File: src/rtl/sram_bist_pkg.sv
// Shared types for the March C- SRAM BIST: FSM states, op kinds, the march
// element table and the checkerboard background bit generator.
package sram_bist_pkg;

  typedef enum logic [1:0] {IDLE, RUN, DRAIN, DONE} state_t;

  typedef enum logic {READ, WRITE} op_t;

  typedef struct packed {
    logic       down;
    logic [1:0] op_cnt;
    op_t        first_op;
    logic       rd_inv;
    logic       wr_inv;
  } elem_t;

  localparam int NUM_ELEM = 6;

  localparam elem_t M0_E = '{down: 1'b0, op_cnt: 2'd1, first_op: WRITE, rd_inv: 1'b0, wr_inv: 1'b0};
  localparam elem_t M1_E = '{down: 1'b0, op_cnt: 2'd2, first_op: READ,  rd_inv: 1'b0, wr_inv: 1'b1};
  localparam elem_t M2_E = '{down: 1'b0, op_cnt: 2'd2, first_op: READ,  rd_inv: 1'b1, wr_inv: 1'b0};
  localparam elem_t M3_E = '{down: 1'b1, op_cnt: 2'd2, first_op: READ,  rd_inv: 1'b0, wr_inv: 1'b1};
  localparam elem_t M4_E = '{down: 1'b1, op_cnt: 2'd2, first_op: READ,  rd_inv: 1'b1, wr_inv: 1'b0};
  localparam elem_t M5_E = '{down: 1'b1, op_cnt: 2'd1, first_op: READ,  rd_inv: 1'b0, wr_inv: 1'b0};

  localparam elem_t [NUM_ELEM-1:0] MARCH_TABLE = {M5_E, M4_E, M3_E, M2_E, M1_E, M0_E};

  // Even addresses get ...0101, odd addresses the inverted pair ...1010.
  localparam logic [1:0] CKBD_EVEN = 2'b01;

  function automatic logic ckbd_bit(input logic addr_lsb, input logic bit_lsb);
    logic [1:0] pair;
    pair = addr_lsb ? ~CKBD_EVEN : CKBD_EVEN;
    return pair[bit_lsb];
  endfunction

endpackage

File: src/rtl/sram_bist_checker.sv
// Read-data checker: selects the channel under test, compares it against the
// pipelined expectation and keeps a saturating error count plus first-failure address.
module sram_bist_checker
  import sram_bist_pkg::*;
#(
  parameter int ADDR_W    = 10,
  parameter int DATA_W    = 32,
  parameter int NUM_CH    = 16,
  parameter int CH_W      = $clog2(NUM_CH),
  parameter int ERR_CNT_W = 16
) (
  input  logic                     sram_clk,
  input  logic                     resetn,
  input  logic                     clear,
  input  logic                     capture,
  input  logic [ADDR_W-1:0]        cap_addr,
  input  logic                     cap_inv,
  input  logic [CH_W-1:0]          ch,
  input  logic [NUM_CH*DATA_W-1:0] dout_all,
  output logic [ERR_CNT_W-1:0]     err_count,
  output logic                     first_err_valid,
  output logic [ADDR_W-1:0]        first_err_addr
);

  localparam logic [ERR_CNT_W-1:0] ERR_MAX = '1;

  logic              pipe_valid;
  logic              pipe_inv;
  logic [ADDR_W-1:0] pipe_addr;
  logic [DATA_W-1:0] sel_dout;
  logic [DATA_W-1:0] bg;
  logic [DATA_W-1:0] expected;
  logic              mismatch;

  // An out-of-range channel selects nothing and reads as zero.
  always_comb begin
    sel_dout = '0;
    for (int i = 0; i < NUM_CH; i++) begin
      if (ch == i[CH_W-1:0]) sel_dout = dout_all[i*DATA_W +: DATA_W];
    end
  end

  always_comb begin
    bg = '0;
`ifdef MARCH_CKBD_EN
    for (int i = 0; i < DATA_W; i++) bg[i] = ckbd_bit(pipe_addr[0], i[0]);
`endif
  end

  assign expected = bg ^ {DATA_W{pipe_inv}};
  assign mismatch = pipe_valid && (sel_dout != expected);

  always_ff @(posedge sram_clk) begin
    if (!resetn) begin
      pipe_valid      <= 1'b0;
      pipe_inv        <= 1'b0;
      pipe_addr       <= '0;
      err_count       <= '0;
      first_err_valid <= 1'b0;
      first_err_addr  <= '0;
    end else begin
      pipe_valid <= capture;
      pipe_inv   <= cap_inv;
      pipe_addr  <= cap_addr;
      if (clear) begin
        err_count       <= '0;
        first_err_valid <= 1'b0;
        first_err_addr  <= '0;
      end else if (mismatch) begin
        if (err_count != ERR_MAX) err_count <= err_count + 1'b1;
        if (!first_err_valid) begin
          first_err_valid <= 1'b1;
          first_err_addr  <= pipe_addr;
        end
      end
    end
  end

endmodule

File: src/rtl/sram_march_bist.sv
// March C- BIST engine driving one shared OpenRAM port across NUM_CH macros.
// Define MARCH_CKBD_EN for an address-dependent checkerboard background.
module sram_march_bist
  import sram_bist_pkg::*;
#(
  parameter int ADDR_W    = 10,
  parameter int DATA_W    = 32,
  parameter int WMASK_W   = 4,
  parameter int NUM_CH    = 16,
  parameter int CH_W      = $clog2(NUM_CH),
  parameter int ERR_CNT_W = 16
) (
  input  logic                     sram_clk,
  input  logic                     resetn,
  input  logic                     start,
  input  logic                     abort,
  input  logic [CH_W-1:0]          ch_sel,
  input  logic [ADDR_W-1:0]        depth_m1,
  input  logic [NUM_CH*DATA_W-1:0] dout_all,
  output logic [NUM_CH-1:0]        csb,
  output logic                     web,
  output logic [WMASK_W-1:0]       wmask,
  output logic [ADDR_W-1:0]        addr,
  output logic [DATA_W-1:0]        din,
  output logic                     busy,
  output logic                     done,
  output logic                     pass,
  output logic [ERR_CNT_W-1:0]     err_count,
  output logic                     first_err_valid,
  output logic [ADDR_W-1:0]        first_err_addr
);

  localparam logic [2:0]        LAST_ELEM = 3'(NUM_ELEM - 1);
  localparam logic [ADDR_W-1:0] ADDR_ONE  = 1;

  state_t            state, state_n;
  logic [2:0]        elem_q, elem_n;
  logic              phase_q, phase_n;
  logic [ADDR_W-1:0] addr_n, addr_bus;
  logic [ADDR_W-1:0] depth_q;
  logic [CH_W-1:0]   ch_q, ch_use;
  logic              rd_inv_q, rd_inv_n;
  logic              start_ok;
  logic              bus_on;
  logic              is_write;
  logic              pol;
  logic [DATA_W-1:0] bg_n;
  logic [NUM_CH-1:0] csb_n;
  logic              web_n;
  logic [WMASK_W-1:0] wmask_n;
  logic [DATA_W-1:0] din_n;
  logic              capture;

  // The counters always describe the op on the bus, so the next-state logic
  // computes the following op and the bus registers load it directly.
  always_comb begin
    state_n  = state;
    elem_n   = elem_q;
    phase_n  = phase_q;
    addr_n   = addr;
    start_ok = 1'b0;
    bus_on   = 1'b0;
    case (state)
      IDLE, DONE: begin
        if (start) begin
          start_ok = 1'b1;
          state_n  = RUN;
          elem_n   = '0;
          phase_n  = 1'b0;
          addr_n   = '0;
          bus_on   = 1'b1;
        end
      end
      RUN: begin
        if (abort) begin
          state_n = IDLE;
        end else if (MARCH_TABLE[elem_q].op_cnt == 2'd2 && !phase_q) begin
          phase_n = 1'b1;
          bus_on  = 1'b1;
        end else begin
          phase_n = 1'b0;
          if (MARCH_TABLE[elem_q].down ? (addr != '0) : (addr != depth_q)) begin
            addr_n = MARCH_TABLE[elem_q].down ? addr - ADDR_ONE : addr + ADDR_ONE;
            bus_on = 1'b1;
          end else if (elem_q == LAST_ELEM) begin
            state_n = DRAIN;
          end else begin
            elem_n = elem_q + 3'd1;
            addr_n = MARCH_TABLE[elem_q + 3'd1].down ? depth_q : '0;
            bus_on = 1'b1;
          end
        end
      end
      DRAIN:   state_n = abort ? IDLE : DONE;
      default: state_n = IDLE;
    endcase
  end

  always_comb begin
    is_write = phase_n || (MARCH_TABLE[elem_n].first_op == WRITE);
    pol      = is_write ? MARCH_TABLE[elem_n].wr_inv : MARCH_TABLE[elem_n].rd_inv;
    rd_inv_n = MARCH_TABLE[elem_n].rd_inv;
    ch_use   = start_ok ? ch_sel : ch_q;

    bg_n = '0;
`ifdef MARCH_CKBD_EN
    for (int i = 0; i < DATA_W; i++) bg_n[i] = ckbd_bit(addr_n[0], i[0]);
`endif

    csb_n = '1;
    for (int i = 0; i < NUM_CH; i++) begin
      if (bus_on && ch_use == i[CH_W-1:0]) csb_n[i] = 1'b0;
    end
    web_n    = !(bus_on && is_write);
    wmask_n  = (bus_on && is_write) ? '1 : '0;
    din_n    = (bus_on && is_write) ? (bg_n ^ {DATA_W{pol}}) : '0;
    addr_bus = bus_on ? addr_n : '0;
  end

  always_ff @(posedge sram_clk) begin
    if (!resetn) begin
      state    <= IDLE;
      elem_q   <= '0;
      phase_q  <= 1'b0;
      rd_inv_q <= 1'b0;
      depth_q  <= '0;
      ch_q     <= '0;
      csb      <= '1;
      web      <= 1'b1;
      wmask    <= '0;
      addr     <= '0;
      din      <= '0;
    end else begin
      state    <= state_n;
      elem_q   <= elem_n;
      phase_q  <= phase_n;
      rd_inv_q <= rd_inv_n;
      csb      <= csb_n;
      web      <= web_n;
      wmask    <= wmask_n;
      addr     <= addr_bus;
      din      <= din_n;
      if (start_ok) begin
        depth_q <= depth_m1;
        ch_q    <= ch_sel;
      end
    end
  end

  // A read issued in the cycle abort is sampled is dropped before the compare.
  assign capture = (state == RUN) && web && !abort;

  sram_bist_checker #(
    .ADDR_W   (ADDR_W),
    .DATA_W   (DATA_W),
    .NUM_CH   (NUM_CH),
    .CH_W     (CH_W),
    .ERR_CNT_W(ERR_CNT_W)
  ) u_checker (
    .sram_clk       (sram_clk),
    .resetn         (resetn),
    .clear          (start_ok),
    .capture        (capture),
    .cap_addr       (addr),
    .cap_inv        (rd_inv_q),
    .ch             (ch_q),
    .dout_all       (dout_all),
    .err_count      (err_count),
    .first_err_valid(first_err_valid),
    .first_err_addr (first_err_addr)
  );

  assign busy = (state == RUN) || (state == DRAIN);
  assign done = (state == DONE);
  assign pass = done && (err_count == '0);

endmodule

File: config.mk
export PLATFORM = sky130hd
export DESIGN_NAME = sram_march_bist
export DESIGN_NICKNAME = d
export VERILOG_FILES = /design/src/rtl/sram_bist_pkg.sv /design/src/rtl/sram_bist_checker.sv /design/src/rtl/sram_march_bist.sv
export SDC_FILE = /design/constraint.sdc
export NUM_CORES = 1
export LEC_CHECK = 0
export CORE_AREA = 2 2 239 241
export CTS_BUF_LIST = sky130_fd_sc_hd__clkbuf_2 sky130_fd_sc_hd__clkbuf_4 sky130_fd_sc_hd__clkbuf_8
export CTS_CLUSTER_SIZE = 10
export DETAILED_ROUTE_END_ITERATION = 6
export DIE_AREA = 0 0 241 243
export SYNTH_ARGS = -nofsm -noshare
export SYNTH_HDL_FRONTEND = slang
export SYNTH_SLANG_ARGS = --single-unit
File: constraint.sdc
create_clock -name sram_clk -period 4.4 [get_ports sram_clk]
set_input_delay 0.66 -clock sram_clk [delete_from_list [all_inputs] [get_ports sram_clk]]
set_output_delay 0.66 -clock sram_clk [all_outputs]
set_load 0.005 [all_outputs]
======== After elaboration in Yosys (flattened, before gate mapping) ========
Memory sizes are Yosys's and may differ from the RTL's. A register that Yosys moved wholly into a read port is not among the register bits.
Cells that the tools add are included.
storage, ports and cells
  output and inout port bits .............. 93
  register bits after elaboration ......... 92
  memories ................................ 3
  logic and storage cells ................. 187
  ROM bits ................................ 144
  input port bits ......................... 530
operators by class
  eq/ne operators ......................... 45
  bitwise operators ....................... 2
  multiplexer cells ....................... 72
  reductions and logical operators ........ 41
  $lt $le $gt $ge ......................... 3
  add/sub/neg operators ................... 4
memory list
  name             depth  bits a word  rd ports  clocked after Yosys merged registers in  wr ports  line                    text
  (no name shown)  8      6            1         0                                        0         sram_march_bist.sv:102  rd_inv_n = MARCH_TABLE[elem_n].rd_inv;
  (no name shown)  8      6            1         0                                        0         sram_march_bist.sv:89   addr_n = MARCH_TABLE[elem_q + 3'd1].down ? depth_q : '0;
  (no name shown)  8      6            1         1                                        0         sram_march_bist.sv:83   addr_n = MARCH_TABLE[elem_q].down ? addr - ADDR_ONE : addr + ADDR_ONE;
operator list
  cell                   count
  $mux 32                16
  $mux 10                7
  $eq 4x4->1 const B     16
  $eq 4x3->1 const B     8
  $ne 32x32->1           1
  $mux 1                 27
  $logic_and 1x1->1      22
  $mux 3                 7
  $pmux 10 s2            1
  $add 16x1->16 const B  1
  $eq 4x2->1 const B     4
  $logic_not 16->1       1
  $ne 16x16->1 const B   1
  $lt 3x4->1 const B     3
  $mux 2                 6
  $mux 6                 2
  $ne 3x3->1 const B     4
  $add 10x1->10 const B  1
  $ne 10x10->1           1
  $reduce_bool 10->1     1
  $sub 10x1->10 const B  1
  $eq 4x1->1 const B     2
  $logic_not 4->1        2
  $mux 4                 2
  17 further kinds       30

======== Depth between registers and ports, before layout ========
Gate-level depths: netlist of run 1.
  word-level depth ........................ 20
  mapped depth ............................ 17
  depth with buffers taken out ............ 12

======== Hierarchy ========
Synthesis of run 1 repeated with hierarchy kept, for this count alone.
unflattened totals
  cell total of the unflattened synthesis .. 1345
  area total of the unflattened synthesis .. 10392.5 um2
modules (own cells, without submodules)
  module             instances  cells each  sequential area each (um2)  area an instance (um2)
  sram_bist_checker  1          988         780.7                       7340.8
  sram_march_bist    1          357         1061.0                      3051.7

======== Worst setup path after synthesis of run 1 ========
Ideal clock, no wire load.
  path type ............................... register to register
  from .................................... register ch_q[0]
  to ...................................... register u_checker.err_count[15]
  library setup time ...................... 0.116 ns
  stages on the path, launching flop included .. 15
  buffers on the path ..................... 4
  setup slack ............................. 1.469 ns
  period minus slack after synthesis ...... 2.931 ns
  arrival time ............................ 2.816 ns
  required time ........................... 4.284 ns
  cell sequence ........................... dfxtp_1 -> buf_6 -> buf_8 -> buf_6 -> buf_6 -> mux2_1 -> o22ai_2 -> nor2_1 -> a211oi_1 -> nand2_1 -> o2111a_1 -> o2111a_2 -> a2111oi_4 -> a21oi_1 -> a31o_1
between the ends
  word-level cells in the longest chain between the ends .. 20
  elaborated cells between the ends (all ways) .. 35
  those cells by class .................... eq/ne: 16; mux: 16; reduce/logical: 3
ends and longest elaborated chain
  item                          line                     text
  from (decl)                   sram_march_bist.sv:41    logic [CH_W-1:0] ch_q, ch_use;
  from (signal assigned)        sram_march_bist.sv:145   ch_q <= ch_sel;
  $logic_not 4->1               sram_bist_checker.sv:39  if (ch == i[CH_W-1:0]) sel_dout = dout_all[i*DATA_W +: DATA_W];
  $mux 32 (15 in series)        sram_bist_checker.sv:39
  $mux 32 *                     sram_bist_checker.sv:39
  $ne 32x32->1 *                sram_bist_checker.sv:51  assign mismatch = pipe_valid && (sel_dout != expected);
  $logic_and 1x1->1 *           sram_bist_checker.sv:51
  $reduce_and 2->1 (no line) *  --
  to (signal assigned)          sram_bist_checker.sv:70  if (err_count != ERR_MAX) err_count <= err_count + 1'b1;
  to (decl)                     sram_bist_checker.sv:20  output logic [ERR_CNT_W-1:0] err_count,
Every way passes the cells marked *; elsewhere a longest branch is shown, timed or not.
A chain may end at the register's enable or synchronous reset.

======== Worst setup path after layout of run 1 ========
  from .................................... register ch_q[2]
  to ...................................... register u_checker.first_err_addr[7]
between the ends
  word-level cells in the longest chain between the ends .. 20
  elaborated cells between the ends (all ways) .. 35
  those cells by class .................... eq/ne: 16; mux: 16; reduce/logical: 3
ends and longest elaborated chain
  item                          line                     text
  $logic_not 4->1               sram_bist_checker.sv:39
  $mux 32 (15 in series)        sram_bist_checker.sv:39
  $mux 32 *                     sram_bist_checker.sv:39
  $ne 32x32->1 *                sram_bist_checker.sv:51
  $logic_and 1x1->1 *           sram_bist_checker.sv:51
  $reduce_and 2->1 (no line) *  --
  to (signal assigned)          sram_bist_checker.sv:73  first_err_addr <= pipe_addr;
  to (decl)                     sram_bist_checker.sv:22  output logic [ADDR_W-1:0] first_err_addr
Marks and branches as above.

==> run_results.csv, run 1 <==
group,metric,value,unit
power,peakVddDrop,0.1656,mV
timing,rsz0062_at_grt,"no",
setup_path,worst_setup_path_start_kind,"register",
route,dr.pass1.iters,6,
setup_path,worstPathRequired,4.71,ns
run_status,status,"complete, no violations",
timing,hold_viol,0,
global_route,grt_overflow,0,
finish,n_fill_cell,6001,
synthesis,yosys_warnings,0,
global_route,grt_antenna_before_repair,53,
timing,tightest_slew,1.129,ns
synthesis,netlist_instances,1440,
clock_tree,clkTransAtPathRegs,0.11,ns
timing,fin_skew,0.01653,ns
clock_tree,post_cts_buffers,0,
synthesis,syn-num-nets,1987,
synthesis,synth_top_cell_area_share,0.1768,
synthesis,synth-main-ff-cell,"dfxtp_1",
clock_tree,cts_tree,"built",
timing,max_freq,0.2417,GHz
power,total_power,3.521,mW
global_route,grt_pass1_vias,14410,
setup_path,critPathMaxFanout,32,
clock_tree,cts.htree.levels,3,
synthesis,ys_ff_latch,92,
placement,post-place-cells,2738,
timing,fin_crit_sh,0.9403,
placement,dp_hpwl,68910,um
placement,gp_congestion,0.9519,
timing,min_period,4.137,ns
placement,numPortBuffers,622,
timing,finalSetupViolCount,0,
route,wl,83280,um
setup_path,crit_arrival,4.45,ns
finish,drive_gt1_frac,0.07808,
finish,fin_cells,2783,
synthesis,async_reset_ff_frac,0,
synthesis,synthTopCellsByArea,"dfxtp_1 (18%), mux2i_1 (7.0%), nand2_1 (6.4%), a21oi_1 (6.1%), nor2_1 (4.3%)",
synthesis,synth_top_cells_by_count,"nand2_1 (177), a21oi_1 (128), nor2_1 (120)",
min_path,hold_path.class,"register to register",
synthesis,yosysMostFrequentCell,"nand2_1",
floorplan,dieArea,58560,um2
placement,place_ws,0.1483,ns
synthesis,synth-edff-count,0,
power,leakage,6.203,nW
finish,final_nets,2540,
floorplan,design.core.area,55950,um2
synthesis,syn_area,10420,um2
clock_tree,root_buffer,"clkbuf_8",
route,drt_iter0_drc,1531,
clock_tree,hold_buffers,0,
job,maxCapViolations,0,
clock_tree,cts_buffer_depth,2,
global_route,grt_start_max_net_pins,65,
clock_tree,clk_latency,0.40,ns
timing,max_slew_margin,0.2416,
global_route,grt_usage,0.2706,
timing,finalMaxSlewViolations,0,
finish,synthToLayoutAreaGrowth,68.66,%
setup_path,r2r_cells,13,
floorplan,dieWidth,241,um
synthesis,post-synth-top-area-cell,"dfxtp_1",
synthesis,synth.avg_cell_area,7.236,um2
clock_tree,cts.sinks,92,
power,powerDensity,200.3,nW/um2
floorplan,die_h,243,um
setup_path,end_kind,"register",
setup_path,crit_type,"register to register",
route,drc,0,
route,via_count,14370,
min_path,min_path_cells,2,
synthesis,yosysSeqAreaShare,0.1768,
timing,setup_ws,0.2629,ns
floorplan,row_count,87,
clock_tree,cts_buffers,9,
floorplan,initial_utilization,0.1862,
global_route,grt_pass1_wl,112100,um
route,avgRoutedWirePerCell,29.92,um
route,ant_nets,0,
floorplan,num_io_pins,623,
timing,finalSetupTns,0,ns
route,via_per_inst,5.162,
synthesis,ys_types,97,
critical path, cell delays in order, from the launching register on:
cell	delay [ns]
dfxtp_4	0.47
buf_4	0.25
nor2b_2	0.42
a221oi_1	0.17
a211oi_1	0.43
o21ai_0	0.19
a22oi_1	0.48
nand4_1	0.23
nor4_2	0.28
o2111a_2	0.39
nand2_4	0.18
nand3b_1	0.19
buf_12	0.16
mux2i_1	0.20
where the power goes:
group / leakage (nW) / total (mW) / internal [mW] / switching, mW
logic: 5.36 / 2.01 / 0.945 / 1.07
registers: 0.748 / 0.913 / 0.859 / 0.0538
clock network: 0.0974 / 0.596 / 0.233 / 0.363
layer usage:
| metal | up-vias | routed length, um | global-route usage | part of all wire |
|---|---|---|---|---|
| li1 | 6457 | - | - | - |
| met1 | 6845 | 30690 | 0.3020 | 0.37 |
| met2 | 814 | 40330 | 0.4664 | 0.48 |
| met3 | 201 | 8356 | 0.08336 | 0.10 |
| met4 | 50 | 3603 | 0.1247 | 0.043 |
| met5 | - | 301 | 0 | 0.0036 |
area by class of cell:
type | instances | area [um2] | area share
repair buffers | 699 | 6892 | 0.3921
flip-flops and latches | 92 | 1857 | 0.1057
clock inverters | 6 | 53.80 | 0.003061
well taps | 756 | 945.9 | 0.05382
multi-input cells | 1165 | 7518 | 0.4278
inverters | 26 | 97.59 | 0.005553
diodes | 29 | 72.57 | 0.004129
clock buffers | 10 | 137.6 | 0.007831
registers in the layout, summed over array words and instances, names as in the netlist, named ones only:
name	count
u_checker.pipe_addr	10
state	2
elem_q	3
u_checker.first_err_addr	10
u_checker.err_count	16
depth_q	10
u_checker.pipe_valid	1
phase_q	1
web	1
csb	16
wmask	1
u_checker.first_err_valid	1
rd_inv_q	1
ch_q	4
addr	10
din	1
u_checker.pipe_inv	1
repair_timing:
item / CTS / global route
endpoints found under the setup margin: 0 / 8
endpoints found under the hold margin: 0 / 0
gates resized for setup: 0 / 2
cells by family after synthesis:
group | count (synthesis) | synth area share
flops | 92 | 0.1768
mux | 89 | 0.09282
buf+inv | 183 | 0.1043
xor+xnor | 22 | 0.01849
fa+ha+maj | 17 | 0.02113
compound gates | 522 | 0.3422
simple gates | 515 | 0.2442
path summary, 6_finish.rpt:
check                               from                          end  slack (ns)
hold / removal    u_checker.pipe_addr[6]  u_checker.first_err_addr[6]        0.44
hold reg to reg   u_checker.pipe_addr[6]  u_checker.first_err_addr[6]        0.44
setup / recovery                 ch_q[2]  u_checker.first_err_addr[7]        0.26
setup reg to reg                 ch_q[2]  u_checker.first_err_addr[7]        0.26
cell usage in the layout (no fill, tap or decap), types with 18 or more instances in the layout:
cell             instances
a211oi_1                25
o22ai_1                 55
o21ai_0                 83
diode_2                 29
nand2b_1                22
nor2b_1                 23
inv_1                   22
nand2_1                177
a21oi_1                128
and2_1                  28
a21o_1                  18
o221ai_1                18
buf_4                   70
nand3_1                 30
nor2_1                 120
mux2i_1                 73
clkdlybuf4s50_1        622
dfxtp_1                 88
per-stage QoR:
step / utilization / hold slack, ns / cell area [um2]
5_1_grt: 0.3137 / 0.4722 / 17550
3_5_place_dp: 0.3093 / 0.4399 / 17310
6_report: 0.3141 / 0.4380 / 17570
2_1_floorplan: - / 0.4119 / 10420
4_1_cts: 0.3128 / 0.4514 / 17500
3_3_place_gp: 0.3093 / 0.4403 / 17310
(Power assumes the default switching activity.)
==> run 2, diff against run 1 <==
Settings changed: CTS_CLUSTER_DIAMETER set to 50, CTS_CLUSTER_SIZE 10 to 16.
==> results of run 2 <==
Final layout, timing and power as in run 1 (identical DEF).
==> run 3, diff against run 2 <==
Settings changed: CORE_AREA 2 2 239 241 to 2 2 240 242, DIE_AREA 0 0 241 243 to 0 0 242 244.
==> run_results.csv, run 3 (synthesis results as in run 1) <==
group,metric,value,unit
route,avgRoutedWirePerCell,29.79,um
route,dr.pass1.iters,7,
finish,reg_top3,"csb (16), u_checker.err_count (16)",
clock_tree,cts.sinks,92,
timing,finalSetupViolCount,0,
clock_tree,cts.htree.levels,3,
setup_path,worstPathRequired,4.72,ns
finish,layout_commonest_cell,"clkdlybuf4s50_1",
finish,drive_gt1_frac,0.07804,
min_path,holdCritStartpoint,"u_checker.pipe_addr[7]",
global_route,grt_usage,0.2660,
clock_tree,hold_buffers,0,
floorplan,initial_utilization,0.1855,
finish,synthToLayoutAreaGrowth,68.36,%
finish,multiInputGateArea,7516,um2
route,via_count,14310,
route,wl,82400,um
timing,min_period,3.946,ns
run_status,violations,"design-rule violations",
finish,final_nets,2541,
job,maxCapViolations,0,
run_status,status,"finished with violations",
setup_path,end_kind,"register",
placement,dp_hpwl,69320,um
global_route,grt_pass1_vias,14450,
finish,postLayoutCellArea,17540,um2
timing,max_slew_margin,0.2379,
clock_tree,clkTransAtPathRegs,0.11,ns
finish,final_cell_mix,"clkdlybuf4s50_1 (622), nand2_1 (177), a21oi_1 (128)",
placement,numPortBuffers,622,
global_route,grt_overflow,0,
timing,tightest_slew,1.134,ns
setup_path,worst_setup_path_start_kind,"register",
route,drc,13,
floorplan,design.core.area,56170,um2
setup_path,crit_type,"register to register",
placement,placement.cell_area,17320,um2
floorplan,die_h,244,um
route,drt_iter0_drc,1451,
global_route,grt_antenna_before_repair,31,
clock_tree,cts_buffers,9,
clock_tree,root_buffer,"clkbuf_8",
timing,finalSetupTns,0,ns
timing,fin_skew,0.01215,ns
floorplan,row_count,87,
clock_tree,post_cts_buffers,0,
finish,n_fill_cell,6095,
floorplan,num_io_pins,623,
finish,regArea,1857,um2
clock_tree,cts_tree,"built",
min_path,hold_path.class,"register to register",
setup_path,critPathMaxFanout,23,
clock_tree,clk_latency,0.40,ns
clock_tree,ctsResizeCount,0,
global_route,grt_start_max_net_pins,95,
finish,postLayoutCoreUtil,0.3123,
global_route,grt_pass1_wl,112800,um
timing,fin_crit_sh,0.8967,
power,powerDensity,200.5,nW/um2
route,via_per_inst,5.173,
timing,max_freq,0.2534,GHz
timing,finalMaxSlewViolations,0,
floorplan,dieArea,59050,um2
route,ant_nets,0,
setup_path,crit_arrival,4.27,ns
timing,hold_viol,0,
timing,rsz0062_at_grt,"no",
setup_path,critPathLaunch,"ch_q[0]",
power,leakage,6.211,nW
setup_path,r2r_start,"ch_q[0]",
placement,gp_congestion,0.9850,
floorplan,dieWidth,242,um
power,peakVddDrop,0.1301,mV
clock_tree,cts_buffer_depth,2,
## run 3: cell types whose count changed in the layout (fill, tap and decap cells not counted), sizes merged
cell | previous run | this run
diode | 29 | 11
clkinv | 1 | 3
buf | 77 | 78
clkbuf | 10 | 9
clkinvlp | 1 | 0
## run 3: where the power goes
part	internal (mW)	leakage (nW)	switching [mW]
Clock	0.226	0.103	0.381
Combinational	0.936	5.36	1.06
Sequential	0.859	0.748	0.0548
## run 3: worst max-delay path: stages, from the launching register on
cell	delay [ns]
dfxtp_4	0.58
nor2b_1	0.54
a221oi_1	0.16
a211oi_1	0.50
o21ai_0	0.22
a22oi_1	0.37
nand4_1	0.16
nor4_2	0.24
o2111a_2	0.37
nand2_4	0.18
nand3b_1	0.18
buf_12	0.16
mux2i_1	0.19
## run 3: final cells by class
class | instances | area share
diodes | 11 | 0.001569
clock buffers | 9 | 0.007061
clock inverters | 7 | 0.004351
inverters | 26 | 0.005563
multi-input cells | 1165 | 0.4284
flip-flops and latches | 92 | 0.1058
well taps | 756 | 0.05392
repair buffers | 700 | 0.3933
## run 3: final timing paths
| path | end | slack [ns] | cells past startpoint |
|---|---|---|---|
| worst max-delay path | u_checker.first_err_addr[5] | 0.45 | 12 |
| worst min-delay path | u_checker.first_err_addr[7] | 0.45 | 2 |
| worst max register to register | u_checker.first_err_addr[5] | 0.45 | 12 |
| worst min register to register | u_checker.first_err_addr[7] | 0.45 | 2 |
## run 3: metal layers
metal,GRT usage,up-vias,wire [um],share of wire
met5,0,-,230,0.0028
met1,0.3015,6852,31350,0.38
met3,0.07605,193,7133,0.087
li1,-,6439,-,-
met2,0.4713,787,40380,0.49
met4,0.1017,38,3309,0.040
## run 3: per-stage QoR
step | std cells | setup slack (ns) | hold slack, ns | power (mW)
final | 2766 | 0.4543 | 0.4479 | 3.517
after global routing | 2763 | 0.2868 | 0.4709 | 3.669
after CTS | 2755 | 0.4890 | 0.4537 | 3.526
after detailed placement | 2739 | 0.4334 | 0.4371 | 2.892
after global placement | 2739 | 0.3695 | 0.4474 | 2.903
after floorplan | 1440 | 1.469 | 0.4119 | 1.835
